### src/rtl/meas_bcd_streamer_if.sv
// Digit stream from meas_bcd_streamer to the display/readout logic.
// Uses a valid/ready handshake; the payload is the digit, its position,
// its field code and the LAST/OVF qualifiers.
interface meas_bcd_streamer_if;
  logic [3:0] DIGIT_OUT;
  logic [2:0] DIGIT_IDX;
  logic [2:0] FIELD;
  logic       DIGIT_VALID;
  logic       DIGIT_READY;
  logic       LAST;
  logic       OVF;

  modport master (
    output DIGIT_OUT, DIGIT_IDX, FIELD, DIGIT_VALID, LAST, OVF,
    input  DIGIT_READY
  );

  modport slave (
    input  DIGIT_OUT, DIGIT_IDX, FIELD, DIGIT_VALID, LAST, OVF,
    output DIGIT_READY
  );
endinterface

### src/rtl/meas_bcd_streamer.sv
// Output stage downstream of function_block. On START it snapshots the five
// measurement results, converts each to 8 BCD digits with a sequential
// double-dabble engine (32 cycles per field), and streams the digits,
// most significant first, over the valid/ready digit interface.
module meas_bcd_streamer (
  input  logic                       CLK,
  input  logic                       RSTB,
  input  logic                       START,
  input  logic [31:0]                max_vol,
  input  logic [31:0]                min_vol,
  input  logic [31:0]                mean_vol,
  input  logic [31:0]                Vp2p_vol_t,
  input  logic [23:0]                frequency,
  meas_bcd_streamer_if.master        dig,
  output logic                       BUSY,
  output logic                       DONE
);

  typedef enum logic [1:0] {IDLE, CONV, EMIT} state_t;

  localparam logic [31:0] BCD_MAX = 32'd99_999_999;

  state_t            state_q, state_d;
  logic [4:0][31:0]  snap_q, snap_d;
  logic [2:0]        field_q, field_d;
  logic [31:0]       shift_q, shift_d;
  logic [31:0]       bcd_q, bcd_d;
  logic [4:0]        cnt_q, cnt_d;
  logic              ovf_q, ovf_d;
  logic              busy_q, busy_d;
  logic              done_q, done_d;
  logic              valid_q, valid_d;
  logic [2:0]        idx_q, idx_d;

  logic [2:0]        field_nxt;
  logic [31:0]       nxt_val;
  logic [31:0]       bcd_adj;
  logic [3:0]        digit_raw;

  // Select the snapshot belonging to the field that follows the current one
  always_comb begin
    field_nxt = field_q + 3'd1;
    nxt_val   = snap_q[0];
    case (field_nxt)
      3'd1:    nxt_val = snap_q[1];
      3'd2:    nxt_val = snap_q[2];
      3'd3:    nxt_val = snap_q[3];
      3'd4:    nxt_val = snap_q[4];
      default: nxt_val = snap_q[0];
    endcase
  end

  // Add-3 correction for every BCD nibble that is 5 or more
  always_comb begin
    bcd_adj = bcd_q;
    for (int unsigned i = 0; i < 8; i++) begin
      if (bcd_q[4*i +: 4] >= 4'd5) begin
        bcd_adj[4*i +: 4] = bcd_q[4*i +: 4] + 4'd3;
      end
    end
  end

  // Next-state logic: snapshot/load, conversion iterations and digit handshake
  always_comb begin
    state_d = state_q;
    snap_d  = snap_q;
    field_d = field_q;
    shift_d = shift_q;
    bcd_d   = bcd_q;
    cnt_d   = cnt_q;
    ovf_d   = ovf_q;
    busy_d  = busy_q;
    done_d  = 1'b0;
    valid_d = valid_q;
    idx_d   = idx_q;

    case (state_q)
      IDLE: begin
        if (START) begin
          snap_d  = {{8'd0, frequency}, Vp2p_vol_t, mean_vol, min_vol, max_vol};
          field_d = 3'd0;
          shift_d = max_vol;
          bcd_d   = '0;
          cnt_d   = '0;
          ovf_d   = (max_vol > BCD_MAX);
          busy_d  = 1'b1;
          idx_d   = 3'd0;
          state_d = CONV;
        end
      end

      CONV: begin
        {bcd_d, shift_d} = {bcd_adj, shift_q} << 1;
        cnt_d = cnt_q + 5'd1;
        if (cnt_q == 5'd31) begin
          idx_d   = 3'd0;
          valid_d = 1'b1;
          state_d = EMIT;
        end
      end

      EMIT: begin
        if (dig.DIGIT_READY) begin
          if (idx_q != 3'd7) begin
            idx_d = idx_q + 3'd1;
          end else if (field_q != 3'd4) begin
            field_d = field_nxt;
            shift_d = nxt_val;
            bcd_d   = '0;
            cnt_d   = '0;
            ovf_d   = (nxt_val > BCD_MAX);
            idx_d   = 3'd0;
            valid_d = 1'b0;
            state_d = CONV;
          end else begin
            idx_d   = 3'd0;
            valid_d = 1'b0;
            busy_d  = 1'b0;
            done_d  = 1'b1;
            state_d = IDLE;
          end
        end
      end

      default: state_d = IDLE;
    endcase
  end

  // State registers with synchronous active-high reset
  always_ff @(posedge CLK) begin
    if (RSTB) begin
      state_q <= IDLE;
      snap_q  <= '0;
      field_q <= '0;
      shift_q <= '0;
      bcd_q   <= '0;
      cnt_q   <= '0;
      ovf_q   <= 1'b0;
      busy_q  <= 1'b0;
      done_q  <= 1'b0;
      valid_q <= 1'b0;
      idx_q   <= '0;
    end else begin
      state_q <= state_d;
      snap_q  <= snap_d;
      field_q <= field_d;
      shift_q <= shift_d;
      bcd_q   <= bcd_d;
      cnt_q   <= cnt_d;
      ovf_q   <= ovf_d;
      busy_q  <= busy_d;
      done_q  <= done_d;
      valid_q <= valid_d;
      idx_q   <= idx_d;
    end
  end

  // Digit mux: ~idx*4 picks nibble 31-4*idx; saturated fields read as all nines
  always_comb begin
    digit_raw = bcd_q[{~idx_q, 2'b00} +: 4];
    if (!valid_q) begin
      dig.DIGIT_OUT = 4'd0;
    end else if (ovf_q) begin
      dig.DIGIT_OUT = 4'd9;
    end else begin
      dig.DIGIT_OUT = digit_raw;
    end
  end

  // Remaining stream qualifiers and status straight from registers
  always_comb begin
    dig.DIGIT_IDX   = idx_q;
    dig.FIELD       = field_q;
    dig.DIGIT_VALID = valid_q;
    dig.OVF         = ovf_q;
    dig.LAST        = valid_q && (idx_q == 3'd7) && (field_q == 3'd4);
    BUSY            = busy_q;
    DONE            = done_q;
  end

endmodule

### src/flat_wrapper.sv
// flat-port wrapper written by rule: the top's interface ports become plain ports
module meas_bcd_streamer_flat 
  (CLK, RSTB, START, max_vol, min_vol, mean_vol, Vp2p_vol_t, frequency, BUSY, DONE, dig_DIGIT_OUT, dig_DIGIT_IDX, dig_FIELD, dig_DIGIT_VALID, dig_LAST, dig_OVF, dig_DIGIT_READY);
  meas_bcd_streamer_if dig_i ();
  input  logic CLK;
  input  logic RSTB;
  input  logic START;
  input  logic [31:0] max_vol;
  input  logic [31:0] min_vol;
  input  logic [31:0] mean_vol;
  input  logic [31:0] Vp2p_vol_t;
  input  logic [23:0] frequency;
  output logic BUSY;
  output logic DONE;
  output wire logic [$bits(dig_i.DIGIT_OUT)-1:0] dig_DIGIT_OUT;
  output wire logic [$bits(dig_i.DIGIT_IDX)-1:0] dig_DIGIT_IDX;
  output wire logic [$bits(dig_i.FIELD)-1:0] dig_FIELD;
  output wire logic [$bits(dig_i.DIGIT_VALID)-1:0] dig_DIGIT_VALID;
  output wire logic [$bits(dig_i.LAST)-1:0] dig_LAST;
  output wire logic [$bits(dig_i.OVF)-1:0] dig_OVF;
  input wire logic [$bits(dig_i.DIGIT_READY)-1:0] dig_DIGIT_READY;
  assign dig_DIGIT_OUT = dig_i.DIGIT_OUT;
  assign dig_DIGIT_IDX = dig_i.DIGIT_IDX;
  assign dig_FIELD = dig_i.FIELD;
  assign dig_DIGIT_VALID = dig_i.DIGIT_VALID;
  assign dig_LAST = dig_i.LAST;
  assign dig_OVF = dig_i.OVF;
  assign dig_i.DIGIT_READY = dig_DIGIT_READY;
  meas_bcd_streamer u_core (.CLK(CLK), .RSTB(RSTB), .START(START), .max_vol(max_vol), .min_vol(min_vol), .mean_vol(mean_vol), .Vp2p_vol_t(Vp2p_vol_t), .frequency(frequency), .dig(dig_i), .BUSY(BUSY), .DONE(DONE));
endmodule
### config.mk
export PLATFORM = sky130hd
export DESIGN_NAME = meas_bcd_streamer_flat
export DESIGN_NICKNAME = d
export VERILOG_FILES = /design/src/rtl/meas_bcd_streamer_if.sv /design/src/rtl/meas_bcd_streamer.sv /design/src/flat_wrapper.sv
export SDC_FILE = /design/constraint.sdc
export NUM_CORES = 1
export LEC_CHECK = 0
export ABC_AREA = 0
export CAP_MARGIN = 25
export CELL_PAD_IN_SITES_DETAIL_PLACEMENT = 2
export CELL_PAD_IN_SITES_GLOBAL_PLACEMENT = 2
export CORE_MARGIN = 1.5
export CORE_UTILIZATION = 33
export DETAILED_ROUTE_END_ITERATION = 8
export PLACE_DENSITY = 0.81
export SKIP_LAST_GASP = 1
export SLEW_MARGIN = 0
export SYNTH_ARGS = -nofsm -noshare
export SYNTH_HDL_FRONTEND = slang
export SYNTH_SLANG_ARGS = --single-unit
### constraint.sdc
create_clock -name CLK -period 7.1 [get_ports CLK]
set_input_delay 1.42 -clock CLK [delete_from_list [all_inputs] [get_ports CLK]]
set_output_delay 1.42 -clock CLK [all_outputs]
set_load 0.01 [all_outputs]
Word-level counts from Yosys, hierarchy flattened --
Cells that the tools add are included.
Word-level totals: register bits after elaboration 233, latch bits 0, memory bits (writable) 0, ROM bits 0, input bits 156, logic and storage cells 127, memories kept 0
Operators by class: add/sub/neg operators 11, multipliers 0, divide/modulo/power cells 0, $lt $le $gt $ge 10, equality and inequality tests 17, shift-type cells 1, multiplexer cells 56, bitwise logic cells 3, reductions and logical operators 14
Operator list (number):
- 32-bit 2-to-1 mux | 8
- 32-bit one-hot mux with 3 select lines | 2
- 32-bit one-hot mux with 4 select lines | 1
- 32-bit by 27-bit greater-than comparator with 1-bit output, second input constant | 2
- 4-bit 2-to-1 mux | 9
- 4-bit by 3-bit >= comparator with 1-bit output, second input constant | 8
- 32-bit by 6-bit indexed part select with 4-bit output | 1
- 4-bit by 2-bit adder with 4-bit output, second input constant | 7
- 3-bit 2-to-1 mux | 8
- 5-bit 2-to-1 mux | 4
- 5-bit one-hot mux with 3 select lines | 1
- 5-bit AND reduction | 3
- 1-bit 2-to-1 mux | 13
- 4-bit AND reduction | 3
- 3-bit equality test, second input constant | 3
- 3-bit one-hot mux with 3 select lines | 1
- 2-bit 2-to-1 mux | 4
- 2-bit inequality test, second input constant | 4
- 3-bit by 1-bit adder with 3-bit output, second input constant | 2
- 3-bit by 2-bit equality test with 1-bit output, second input constant | 2
- 3-bit inequality test, second input constant | 2
- 1-bit one-hot mux with 2 select lines | 3
- 2-bit one-hot mux with 3 select lines | 1
- 3-bit one-hot mux with 2 select lines | 1
- 15 further kinds | 19

Logic depth before layout (Yosys ltp) --
Gate-level depths: netlist of the first run.
word-level depth 8, mapped depth 12, mapped depth without buffers 9

Least setup slack after synthesis of the first run --
OpenSTA, ideal clock, no wires.
path kind register -> output, start register u_core.idx_q[0] (netlist: u_core.dig.DIGIT_IDX[0]), end output port dig_DIGIT_OUT[3], arrival 1.787 ns, path slack 3.893 ns, stages on the path, launching flop included 5, buffers on the path 1, cell sequence dfxtp_1 -> clkbuf_1 -> mux4_2 -> mux2_2 -> o21a_1
Between the ends: longest elaborated chain between the ends 4
Ends and longest elaborated chain:
- start: declaration | line meas_bcd_streamer.sv:33 | logic [2:0] idx_q, idx_d;
- start signal: assignment | line meas_bcd_streamer.sv:154 | idx_q <= idx_d;
- 3-bit inverter | line meas_bcd_streamer.sv:160 | digit_raw = bcd_q[{~idx_q, 2'b00} +: 4];
- 32-bit by 6-bit indexed part select with 4-bit output | line meas_bcd_streamer.sv:160
- 4-bit 2-to-1 mux | line meas_bcd_streamer.sv:163 | end else if (ovf_q) begin
- 4-bit 2-to-1 mux | line meas_bcd_streamer.sv:161 | if (!valid_q) begin
- end: declaration | line flat_wrapper.sv:15 | output wire logic [$bits(dig_i.DIGIT_OUT)-1:0] dig_DIGIT_OUT;
Every way passes these cells.

Worst setup path in the final report of the first run --
Same ends and word-level chain as after synthesis.

==> results.sh, run 1 <==
export IMPL_final_cell_count_no_fill=1978
export IMPL_report_power_total_w=0.003375
export IMPL_maximum_number_of_pins_on_one_net_before_global_route_repair=103
export IMPL_netlist_top_cells_count="sky130_fd_sc_hd__nand2_1 (400), sky130_fd_sc_hd__dfxtp_1 (233), sky130_fd_sc_hd__a21oi_1 (218)"
export IMPL_start_kind="flop"
export IMPL_grt_overflow_total=0
export IMPL_crit_path_top_delay_cell="sky130_fd_sc_hd__dfxtp_1"
export IMPL_netlist_top_cell_by_area="sky130_fd_sc_hd__dfxtp_1"
export IMPL_slowest_delay_ns=0.71
export IMPL_power_density_nw_per_um2=247.4
export IMPL_final_net_count=1703
export IMPL_port_buffer_cells=170
export IMPL_detail_route_wl_per_cell_um=19.73
export IMPL_dieArea_um2=33880
export IMPL_critPathMaxFanout=12
export IMPL_synth_flop_cell="sky130_fd_sc_hd__dfxtp_1"
export IMPL_grt_usage=0.2306
export IMPL_post_cts_setup_buffers=0
export IMPL_antenna_found_initial=0
export IMPL_outcome="finished, final reports clean"
export IMPL_cts_hold_buffers_added=0
export IMPL_dp_final_hpwl_um=26340
export IMPL_worst_ir_drop_vdd_uv=150.9
export IMPL_critical_path_arrival_ns=2.75
export IMPL_timing_hold_worst_endpoint="u_core.snap_q[107]"
export IMPL_hold_violations_final=0
export IMPL_synth_ff_latch_count=233
export IMPL_cts_tree="yes"
export IMPL_clk_root_buffer_cell="sky130_fd_sc_hd__clkbuf_16"
export IMPL_initialDrtViolationCount=722
export IMPL_critical_path_cell_chain="mux4_2, mux2_2, o21a_1, clkdlybuf4s50_1"
export IMPL_routed_via_density=5.399
export IMPL_flow_area_growth_from_synthesis_pct=26.08
export IMPL_worst_setup_path_type="reg -> out"
export IMPL_reg2reg_depth=10
export IMPL_tritoncts_buffer_count=27
export IMPL_drt_wl_total_um=39030
export IMPL_coreArea_um2=32370
export IMPL_placed_area_um2=12730
export IMPL_static_leakage_power_nw=4.892
export IMPL_worst_slew_margin_rel=0.3909
export IMPL_netlist_top_cells_area="sky130_fd_sc_hd__dfxtp_1 (43%), sky130_fd_sc_hd__nand2_1 (14%), sky130_fd_sc_hd__a21oi_1 (10%)"
export IMPL_drt_pass1_iterations=6
export IMPL_timing_setup_tns_ns=0
export IMPL_timing_final_crit_period_ns=4.169
export IMPL_peak_clock_frequency_supported_by_timing_mhz=239.9
export IMPL_max_cap_violations=0
export IMPL_worst_setup_hold_path_clk_slew_ns=0.06
export IMPL_setup_violations_final=0
export IMPL_post_route_drc_count=0
export IMPL_tightestPinTransition_ns=0.9137
export IMPL_yosys_cell_types_count=51
export IMPL_synth_enable_flop_cells=0
export IMPL_clock_skew_ns=0.01933
export IMPL_htreeDepth=1
export IMPL_final_period_utilization=0.5872
export IMPL_die_h_um=184.1
export IMPL_synth_async_sr_flop_share=0
export IMPL_synth_most_common_cell="sky130_fd_sc_hd__nand2_1"
export IMPL_max_clock_path_buffers=3
export IMPL_io_pins=171
export IMPL_numClockSinks=233
export IMPL_netlist_area_um2=10820
export IMPL_hold_path_startpoint="u_core.snap_q[107]"
export IMPL_floorplan_die_width_um=184.1
export IMPL_vias_post_dr=10680
export IMPL_mappedNetlistNets=1603
export IMPL_antenna_cells_inserted=0
export IMPL_synth_largest_type_area_fraction=0.4311
export IMPL_start_util=0.3343
export IMPL_post_route_cells_drive_above_1_share=0.04818
export IMPL_clkLatencyLatePin_ns=0.53
export IMPL_min_delay_path_depth=2
export IMPL_rr_startpoint="u_core.dig.FIELD[1]"
export IMPL_postSynthCellCount=1417
export IMPL_final_hold_worst_slack_ns=0.4549
export IMPL_first_global_vias=11370
export IMPL_timing_hold_worst_class="reg -> reg"
export IMPL_slew_viol_final=0
export IMPL_critical_path_endpoint_type="output port"
export IMPL_yosysSeqAreaShare=0.4311
export IMPL_route_antenna_remaining_nets=0
export IMPL_fp_row_count=66
export IMPL_grt_first_pass_wirelength_um=62000
export IMPL_setup_repair_after_global_routing_missed_its_margin="no"
export IMPL_critical_path_reg2reg_endpoint="u_core.dig.OVF"
export IMPL_gp_congestion=0.7923
export IMPL_numPlacedInstances=1929
export IMPL_crit_required_ns=5.68
export IMPL_final_cell_area_um2=13640
export IMPL_post_cts_resized=0
export IMPL_synthesis_area_per_instance_um2=7.636
export IMPL_count_of_warnings_emitted_by_yosys=0
export IMPL_rrSetupSlack_ns=3.57
export IMPL_fillerInstances=3710
## kinds of logic (layout without fill, tap and decap cells)
| group | Yosys count | after routing | synth area share |
|---|---|---|---|
| mux | 14 | 14 | 0.02278 |
| xor+xnor | 14 | 14 | 0.01203 |
| fa+ha+maj | 30 | 30 | 0.03469 |
| simple gates | 576 | 576 | 0.2135 |
| compound gates | 412 | 412 | 0.2339 |
| flops | 233 | 233 | 0.4311 |
| buf+inv | 138 | 257 | 0.05204 |
## cell type report
| cell class | count | area [um2] | area share |
|---|---|---|---|
| timing repair buffer | 184 | 1828 | 0.1340 |
| inverter | 25 | 93.84 | 0.006879 |
| tap | 442 | 553.0 | 0.04054 |
| clock buffer | 41 | 778.2 | 0.05705 |
| clock inverter | 7 | 110.1 | 0.008071 |
| sequential | 233 | 4664 | 0.3419 |
| multi-input combinational | 1046 | 5614 | 0.4115 |
## registers in the layout, summed over array words and instances (netlist names)
name and flops:
u_core.DONE 1, u_core.bcd_q 32, u_core.dig.DIGIT_VALID 1, u_core.state_q 2, u_core.dig.DIGIT_IDX 3, u_core.dig.OVF 1, u_core.shift_q 32, u_core.cnt_q 5
u_core.BUSY 1, u_core.dig.FIELD 3, u_core.snap_q 152
## metal layers
metal  part of all wire  track usage
met1               0.45       0.3026
met3              0.041      0.03229
met4              0.026      0.06295
met2               0.48       0.3945
met5                  0            0
## cells in the final DEF (no fill, tap or decap), types with 3 or more instances in the layout
cell / count
sky130_fd_sc_hd__nor3b_1: 4
sky130_fd_sc_hd__nor3_1: 12
sky130_fd_sc_hd__a21oi_1: 217
sky130_fd_sc_hd__inv_1: 25
sky130_fd_sc_hd__clkbuf_8: 5
sky130_fd_sc_hd__nand3_1: 16
sky130_fd_sc_hd__clkinv_2: 4
sky130_fd_sc_hd__mux2i_1: 4
sky130_fd_sc_hd__buf_4: 13
sky130_fd_sc_hd__mux4_2: 8
sky130_fd_sc_hd__a221o_1: 21
sky130_fd_sc_hd__bufinv_16: 3
sky130_fd_sc_hd__a221oi_1: 5
sky130_fd_sc_hd__clkdlybuf4s50_1: 169
sky130_fd_sc_hd__nand2b_1: 11
sky130_fd_sc_hd__xnor2_1: 8
sky130_fd_sc_hd__o2bb2ai_1: 7
sky130_fd_sc_hd__nand2_1: 399
sky130_fd_sc_hd__xor2_1: 5
sky130_fd_sc_hd__dfxtp_1: 233
sky130_fd_sc_hd__a222oi_1: 32
sky130_fd_sc_hd__nor2_1: 111
sky130_fd_sc_hd__a22oi_1: 26
sky130_fd_sc_hd__ha_1: 30
sky130_fd_sc_hd__nand4_1: 3
sky130_fd_sc_hd__o21ai_0: 60
sky130_fd_sc_hd__a31oi_1: 27
sky130_fd_sc_hd__clkbuf_16: 27
sky130_fd_sc_hd__nor2b_1: 3
sky130_fd_sc_hd__clkbuf_1: 9
## where the power goes
| group | internal, W | switching (W) | total [W] | leakage, nW |
|---|---|---|---|---|
| registers | 0.00140 | 0.0000550 | 0.00146 | 1.91 |
| logic | 0.000198 | 0.000314 | 0.000512 | 2.55 |
| clock network | 0.000858 | 0.000548 | 0.00141 | 0.437 |
## per-stage QoR
step | setup WS (ns) | util
6_report | 2.931 | 0.4214
5_1_grt | 2.772 | 0.4214
4_1_cts | 2.896 | 0.4206
3_5_place_dp | 3.133 | 0.3931
3_3_place_gp | 3.229 | 0.3931
2_1_floorplan | 3.893 | -
## worst max-delay path, delay by kind of cell (launching register included)
kind / cells / cell delay [ns]
AOI/OAI and AO/OA: 1 / 0.17
buffers and inverters: 1 / 0.47
DFF: 1 / 0.71
muxes: 2 / 0.88
## worst max path at each step
stage                             from           endpoint  cells past startpoint
2_1_floorplan  u_core.dig.DIGIT_IDX[0]   dig_DIGIT_OUT[3]                      4
3_3_place_gp                     START  u_core.snap_q[52]                      5
3_5_place_dp                     START  u_core.snap_q[98]                      5
4_1_cts        u_core.dig.DIGIT_IDX[0]   dig_DIGIT_OUT[3]                      4
5_1_grt        u_core.dig.DIGIT_IDX[0]   dig_DIGIT_OUT[3]                      4
6_report       u_core.dig.DIGIT_IDX[0]   dig_DIGIT_OUT[3]                      4
No activity file was read; power rests on OpenSTA's default activity.
==> run 2: changes to the inputs <==
CORE_UTILIZATION = 31   (was 33)
PLACE_DENSITY = 0.77   (was 0.81)
clock period = 4.33 ns   (was 7.1 ns; I/O delays follow)
==> results.sh, run 2 (synthesis results as in run 1) <==
export IMPL_outcome="finished, final reports clean"
export IMPL_critical_path_endpoint_type="output port"
export IMPL_maximum_number_of_pins_on_one_net_before_global_route_repair=118
export IMPL_gp_congestion=0.8534
export IMPL_largestRegisters="u_core.snap_q x152, u_core.bcd_q x32, u_core.shift_q x32"
export IMPL_numClockSinks=233
export IMPL_hold_path_startpoint="u_core.snap_q[60]"
export IMPL_start_util=0.3140
export IMPL_hold_violations_final=0
export IMPL_tritoncts_buffer_count=27
export IMPL_critPathMaxFanout=12
export IMPL_flow_area_growth_from_synthesis_pct=28.45
export IMPL_grt_overflow_total=0
export IMPL_final_hold_worst_slack_ns=0.4584
export IMPL_cts_tree="yes"
export IMPL_antenna_found_initial=0
export IMPL_slew_viol_final=0
export IMPL_final_net_count=1716
export IMPL_cpLargestDelayFamily="multiplexers"
export IMPL_floorplan_die_width_um=189.8
export IMPL_setup_repair_after_global_routing_missed_its_margin="no"
export IMPL_antenna_cells_inserted=0
export IMPL_power_frac_clock=0.449
export IMPL_timing_final_crit_period_ns=3.648
export IMPL_detail_route_wl_per_cell_um=20.51
export IMPL_netSwitchingFraction=0.2717
export IMPL_post_cts_resized=0
export IMPL_port_buffer_cells=170
export IMPL_sequentialPowerShare=0.405
export IMPL_drt_pass1_iterations=5
export IMPL_initialDrtViolationCount=632
export IMPL_fp_row_count=68
export IMPL_clk_root_buffer_cell="sky130_fd_sc_hd__clkbuf_16"
export IMPL_rrSetupSlack_ns=1.31
export IMPL_layout_commonest_cell="sky130_fd_sc_hd__nand2_1"
export IMPL_comb_power_share=0.146
export IMPL_timing_hold_worst_class="reg -> reg"
export IMPL_fin_ws_ns=0.6821
export IMPL_slowest_delay_ns=0.73
export IMPL_grt_first_pass_wirelength_um=65350
export IMPL_max_cap_violations=0
export IMPL_final_period_utilization=0.8425
export IMPL_coreArea_um2=34460
export IMPL_reg2reg_depth=9
export IMPL_drt_wl_total_um=41150
export IMPL_layout_cells_most_common_list="sky130_fd_sc_hd__nand2_1 (399), sky130_fd_sc_hd__dfxtp_1 (233), sky130_fd_sc_hd__a21oi_1 (217)"
export IMPL_placed_area_um2=12870
export IMPL_post_route_drc_count=0
export IMPL_worst_setup_path_type="reg -> out"
export IMPL_critical_path_arrival_ns=2.78
export IMPL_io_pins=171
export IMPL_dp_final_hpwl_um=28810
export IMPL_timing_critical_path_buf_inv=1
export IMPL_rr_startpoint="u_core.dig.FIELD[0]"
export IMPL_die_h_um=189.8
export IMPL_critical_path_reg2reg_endpoint="u_core.dig.OVF"
export IMPL_critical_path_cell_chain="mux4_2, mux2_2, o21a_1, clkdlybuf4s50_1"
export IMPL_report_power_total_w=0.005918
export IMPL_start_kind="flop"
export IMPL_crit_path_top_delay_cell="sky130_fd_sc_hd__dfxtp_1"
export IMPL_peak_clock_frequency_supported_by_timing_mhz=274.1
export IMPL_worst_setup_hold_path_clk_slew_ns=0.06
export IMPL_routed_via_density=5.331
export IMPL_worst_ir_drop_vdd_uv=237.9
export IMPL_clkLatencyLatePin_ns=0.56
export IMPL_route_antenna_remaining_nets=0
export IMPL_clock_skew_ns=0.02056
export IMPL_power_density_nw_per_um2=425.8
export IMPL_htreeDepth=1
export IMPL_tightestPinTransition_ns=0.9954
export IMPL_min_delay_path_depth=2
export IMPL_static_leakage_power_nw=5.030
export IMPL_cts_hold_buffers_added=0
export IMPL_dpl_worst_slack_ns=1.048
export IMPL_crit_required_ns=3.46
export IMPL_power_net_switching_w=0.001608
export IMPL_setup_violations_final=0
export IMPL_largest_register_ffs=152
export IMPL_final_cell_area_um2=13900
export IMPL_dieArea_um2=36030
export IMPL_first_global_vias=11570
export IMPL_max_clock_path_buffers=3
export IMPL_grt_usage=0.2284
export IMPL_vias_post_dr=10690
export IMPL_max_flop_register="u_core.snap_q"
export IMPL_worst_slew_margin_rel=0.3364
export IMPL_timing_setup_tns_ns=0
export IMPL_post_cts_setup_buffers=0
export IMPL_post_route_cells_drive_above_1_share=0.06190
export IMPL_timing_hold_worst_endpoint="u_core.snap_q[60]"
export IMPL_internal_power_consumption_w=0.004310
[run 2: changes by cell type in the layout (fill, tap and decap cells not counted), sizes merged]
cell / change
clkinv: +4
buf: +13
clkinvlp: +1
clkbuf: -9
inv: +1
bufinv: +5
[run 2: area by class of cell]
cell class	count	area, um2
fill	3901	20560
inverter	25	93.84
timing repair buffer	197	1931
clock inverter	18	307.8
clock buffer	32	724.4
sequential	233	4664
tap	455	569.3
multi-input combinational	1046	5608
[run 2: worst register-to-register path, cell delays in order, from the launching register on]
cell and delay (ns):
sky130_fd_sc_hd__dfxtp_1 0.45, sky130_fd_sc_hd__ha_1 0.27, sky130_fd_sc_hd__xor2_2 0.45, sky130_fd_sc_hd__and2_1 0.69, sky130_fd_sc_hd__buf_4 0.31, sky130_fd_sc_hd__a221o_1 0.20, sky130_fd_sc_hd__nand4_1 0.10, sky130_fd_sc_hd__and4bb_1 0.27
sky130_fd_sc_hd__o21ai_1 0.07, sky130_fd_sc_hd__a31oi_1 0.16
[run 2: how the worst max path moves through the flow]
stage / startpoint / to / cells after the start
global placement: START / u_core.shift_q[23] / 7
CTS: u_core.dig.DIGIT_IDX[0] / dig_DIGIT_OUT[3] / 4
floorplan: u_core.dig.DIGIT_IDX[0] / dig_DIGIT_OUT[3] / 4
global route: u_core.dig.DIGIT_IDX[0] / dig_DIGIT_OUT[3] / 4
detailed placement: START / u_core.shift_q[18] / 8
finish: u_core.dig.DIGIT_IDX[0] / dig_DIGIT_OUT[3] / 4
[run 2: layer usage]
metal / GRT usage / up-vias / share of wire
met5: 0 / - / 0
met4: 0.06960 / 0 / 0.028
met3: 0.03025 / 73 / 0.040
met2: 0.3867 / 232 / 0.48
met1: 0.3011 / 5272 / 0.46
li1: - / 5116 / -
[run 2: per-stage QoR]
stage               cells  utilization
CTS                  2006       0.4033
global route         2006       0.4033
detailed placement   1956       0.3734
floorplan            1417            -
global placement     1956       0.3734
finish               2006       0.4033
[run 2: power groups by stage]
| stage | registers (W) | logic [W] | clock network (W) |
|---|---|---|---|
| 2_1_floorplan | 0.00240 | 0.000494 | 0 |
| 4_1_cts | 0.00240 | 0.000873 | 0.00271 |
| 5_1_grt | 0.00241 | 0.000959 | 0.00279 |
| 3_3_place_gp | 0.00244 | 0.000836 | 0 |
| 6_report | 0.00240 | 0.000862 | 0.00266 |
| 3_5_place_dp | 0.00244 | 0.000863 | 0 |
==> run 3: changes to the inputs <==
clock period = 3.63 ns   (was 4.33 ns; I/O delays follow)
==> results.sh, run 3 (synthesis results as in run 1) <==
export IMPL_outcome="finished, final reports clean"
export IMPL_post_route_cells_drive_above_1_share=0.05920
export IMPL_flow_area_growth_from_synthesis_pct=27.69
export IMPL_slew_viol_final=0
export IMPL_tightestPinTransition_ns=0.7460
export IMPL_tritoncts_buffer_count=26
export IMPL_comb_power_share=0.158
export IMPL_setup_repair_after_global_routing_missed_its_margin="no"
export IMPL_hold_violations_final=0
export IMPL_dr_max_layer_used="met4"
export IMPL_start_kind="flop"
export IMPL_placed_area_um2=12940
export IMPL_dr_wl_met2_um=18760
export IMPL_routed_via_density=5.342
export IMPL_die_h_um=189.8
export IMPL_post_cts_resized=0
export IMPL_clkLatencyLatePin_ns=0.55
export IMPL_final_period_utilization=0.8928
export IMPL_power_density_nw_per_um2=478.9
export IMPL_crit_required_ns=2.90
export IMPL_detailed_routing_wirelength_on_met1_um=18940
export IMPL_report_power_total_w=0.006617
export IMPL_final_hold_worst_slack_ns=0.4590
export IMPL_vias_post_dr=10740
export IMPL_worst_ir_drop_vdd_uv=300.3
export IMPL_first_global_vias=11460
export IMPL_power_net_switching_w=0.001839
export IMPL_sequentialPowerShare=0.432
export IMPL_peak_clock_frequency_supported_by_timing_mhz=308.6
export IMPL_initialDrtViolationCount=637
export IMPL_fin_ws_ns=0.3892
export IMPL_io_pins=171
export IMPL_power_frac_clock=0.410
export IMPL_worst_slew_margin_rel=0.5026
export IMPL_port_buffer_cells=170
export IMPL_gp_congestion=0.7866
export IMPL_slowest_delay_ns=0.50
export IMPL_largestRegisters="u_core.snap_q x152, u_core.bcd_q x32, u_core.shift_q x32"
export IMPL_setup_violations_final=0
export IMPL_cts_hold_buffers_added=0
export IMPL_static_leakage_power_nw=4.990
export IMPL_detail_route_wl_per_cell_um=20.01
export IMPL_largest_register_ffs=152
export IMPL_drt_wl_total_um=40230
export IMPL_post_cts_setup_buffers=0
export IMPL_max_cap_violations=0
export IMPL_start_util=0.3140
export IMPL_post_route_drc_count=0
export IMPL_timing_critical_path_buf_inv=2
export IMPL_max_flop_register="u_core.snap_q"
export IMPL_htreeDepth=1
export IMPL_grt_overflow_total=0
export IMPL_final_cell_area_um2=13820
export IMPL_met3RoutedLength_um=1405
export IMPL_clock_skew_ns=0.02143
export IMPL_antenna_found_initial=0
export IMPL_dp_final_hpwl_um=28440
export IMPL_timing_final_crit_period_ns=3.241
export IMPL_grt_first_pass_wirelength_um=64140
export IMPL_coreArea_um2=34460
export IMPL_internal_power_consumption_w=0.004779
export IMPL_dpl_worst_slack_ns=0.6967
export IMPL_timing_hold_worst_class="reg -> reg"
export IMPL_crit_path_top_delay_cell="sky130_fd_sc_hd__dfxtp_1"
export IMPL_cts_tree="yes"
export IMPL_maximum_number_of_pins_on_one_net_before_global_route_repair=89
export IMPL_layout_commonest_cell="sky130_fd_sc_hd__nand2_1"
export IMPL_cpLargestDelayFamily="buffers and inverters"
export IMPL_numClockSinks=233
export IMPL_clk_root_buffer_cell="sky130_fd_sc_hd__clkbuf_16"
export IMPL_fillerInstances=3933
export IMPL_grt_usage=0.2234
export IMPL_floorplan_die_width_um=189.8
export IMPL_timing_setup_tns_ns=0
export IMPL_route_antenna_remaining_nets=0
export IMPL_layout_cells_most_common_list="sky130_fd_sc_hd__nand2_1 (399), sky130_fd_sc_hd__dfxtp_1 (233), sky130_fd_sc_hd__a21oi_1 (217)"
export IMPL_critical_path_cell_chain="buf_4, mux4_2, mux2_2, o21a_1, clkdlybuf4s50_1"
export IMPL_worst_setup_path_type="reg -> out"
export IMPL_fp_row_count=68
export IMPL_worst_setup_hold_path_clk_slew_ns=0.06
export IMPL_critPathMaxFanout=8
export IMPL_critical_path_endpoint_type="output port"
export IMPL_dieArea_um2=36030
export IMPL_critical_path_arrival_ns=2.51
export IMPL_netSwitchingFraction=0.2779
export IMPL_drt_pass1_iterations=5
export IMPL_final_net_count=1722
export IMPL_max_clock_path_buffers=3
run 3: cell count changes in the layout (fill, tap and decap cells not counted), moves of 2 or more:
cell,delta
sky130_fd_sc_hd__clkinv_2,-8
sky130_fd_sc_hd__clkbuf_1,+7
sky130_fd_sc_hd__bufinv_16,-6
sky130_fd_sc_hd__buf_4,+5
sky130_fd_sc_hd__clkbuf_8,+5
sky130_fd_sc_hd__buf_12,+2
run 3: power by group through the flow:
| stage | logic (W) | clock network (W) | registers (W) |
|---|---|---|---|
| 2_1_floorplan | 0.000589 | 0 | 0.00287 |
| 3_3_place_gp | 0.00101 | 0 | 0.00290 |
| 3_5_place_dp | 0.00104 | 0 | 0.00291 |
| 4_1_cts | 0.00106 | 0.00278 | 0.00286 |
| 5_1_grt | 0.00116 | 0.00287 | 0.00288 |
| 6_report | 0.00105 | 0.00272 | 0.00286 |
run 3: worst paths after layout:
path,startpoint,end,slack (ns),cells past startpoint
worst max-delay path,u_core.dig.DIGIT_IDX[0],dig_DIGIT_OUT[3],0.39,5
worst min-delay path,u_core.snap_q[120],u_core.snap_q[120],0.46,2
worst max register to register,u_core.dig.FIELD[1],u_core.dig.OVF,0.81,9
worst min register to register,u_core.snap_q[120],u_core.snap_q[120],0.46,2
run 3: worst min-delay path: cells and delay by family, from the launching register on:
kind / cells / cell delay, ns
and+or+nand+nor: 1 / 0.05
AOI/OAI and AO/OA: 1 / 0.05
DFF: 1 / 0.31
run 3: per-layer routing:
metal / track usage / vias to the layer above
li1: - / 5131
met1: 0.3033 / 5298
met2: 0.3711 / 240
met3: 0.02656 / 68
met4: 0.06502 / 0
met5: 0 / -
run 3: layout make-up:
cell class | count | area [um2] | area share
sequential | 233 | 4664 | 0.3376
tap | 455 | 569.3 | 0.04120
multi-input combinational | 1046 | 5608 | 0.4059
timing repair buffer | 204 | 2008 | 0.1453
inverter | 25 | 93.84 | 0.006792
clock buffer | 43 | 794.5 | 0.05750
antenna | 1 | 2.502 | 0.0001811
clock inverter | 3 | 76.32 | 0.005524
run 3: metrics by stage:
step / utilization / std cells
after floorplan: - / 1417
after global placement: 0.3756 / 1963
after detailed placement: 0.3756 / 1963
after CTS: 0.4009 / 2009
after global routing: 0.4009 / 2009
final: 0.4010 / 2010
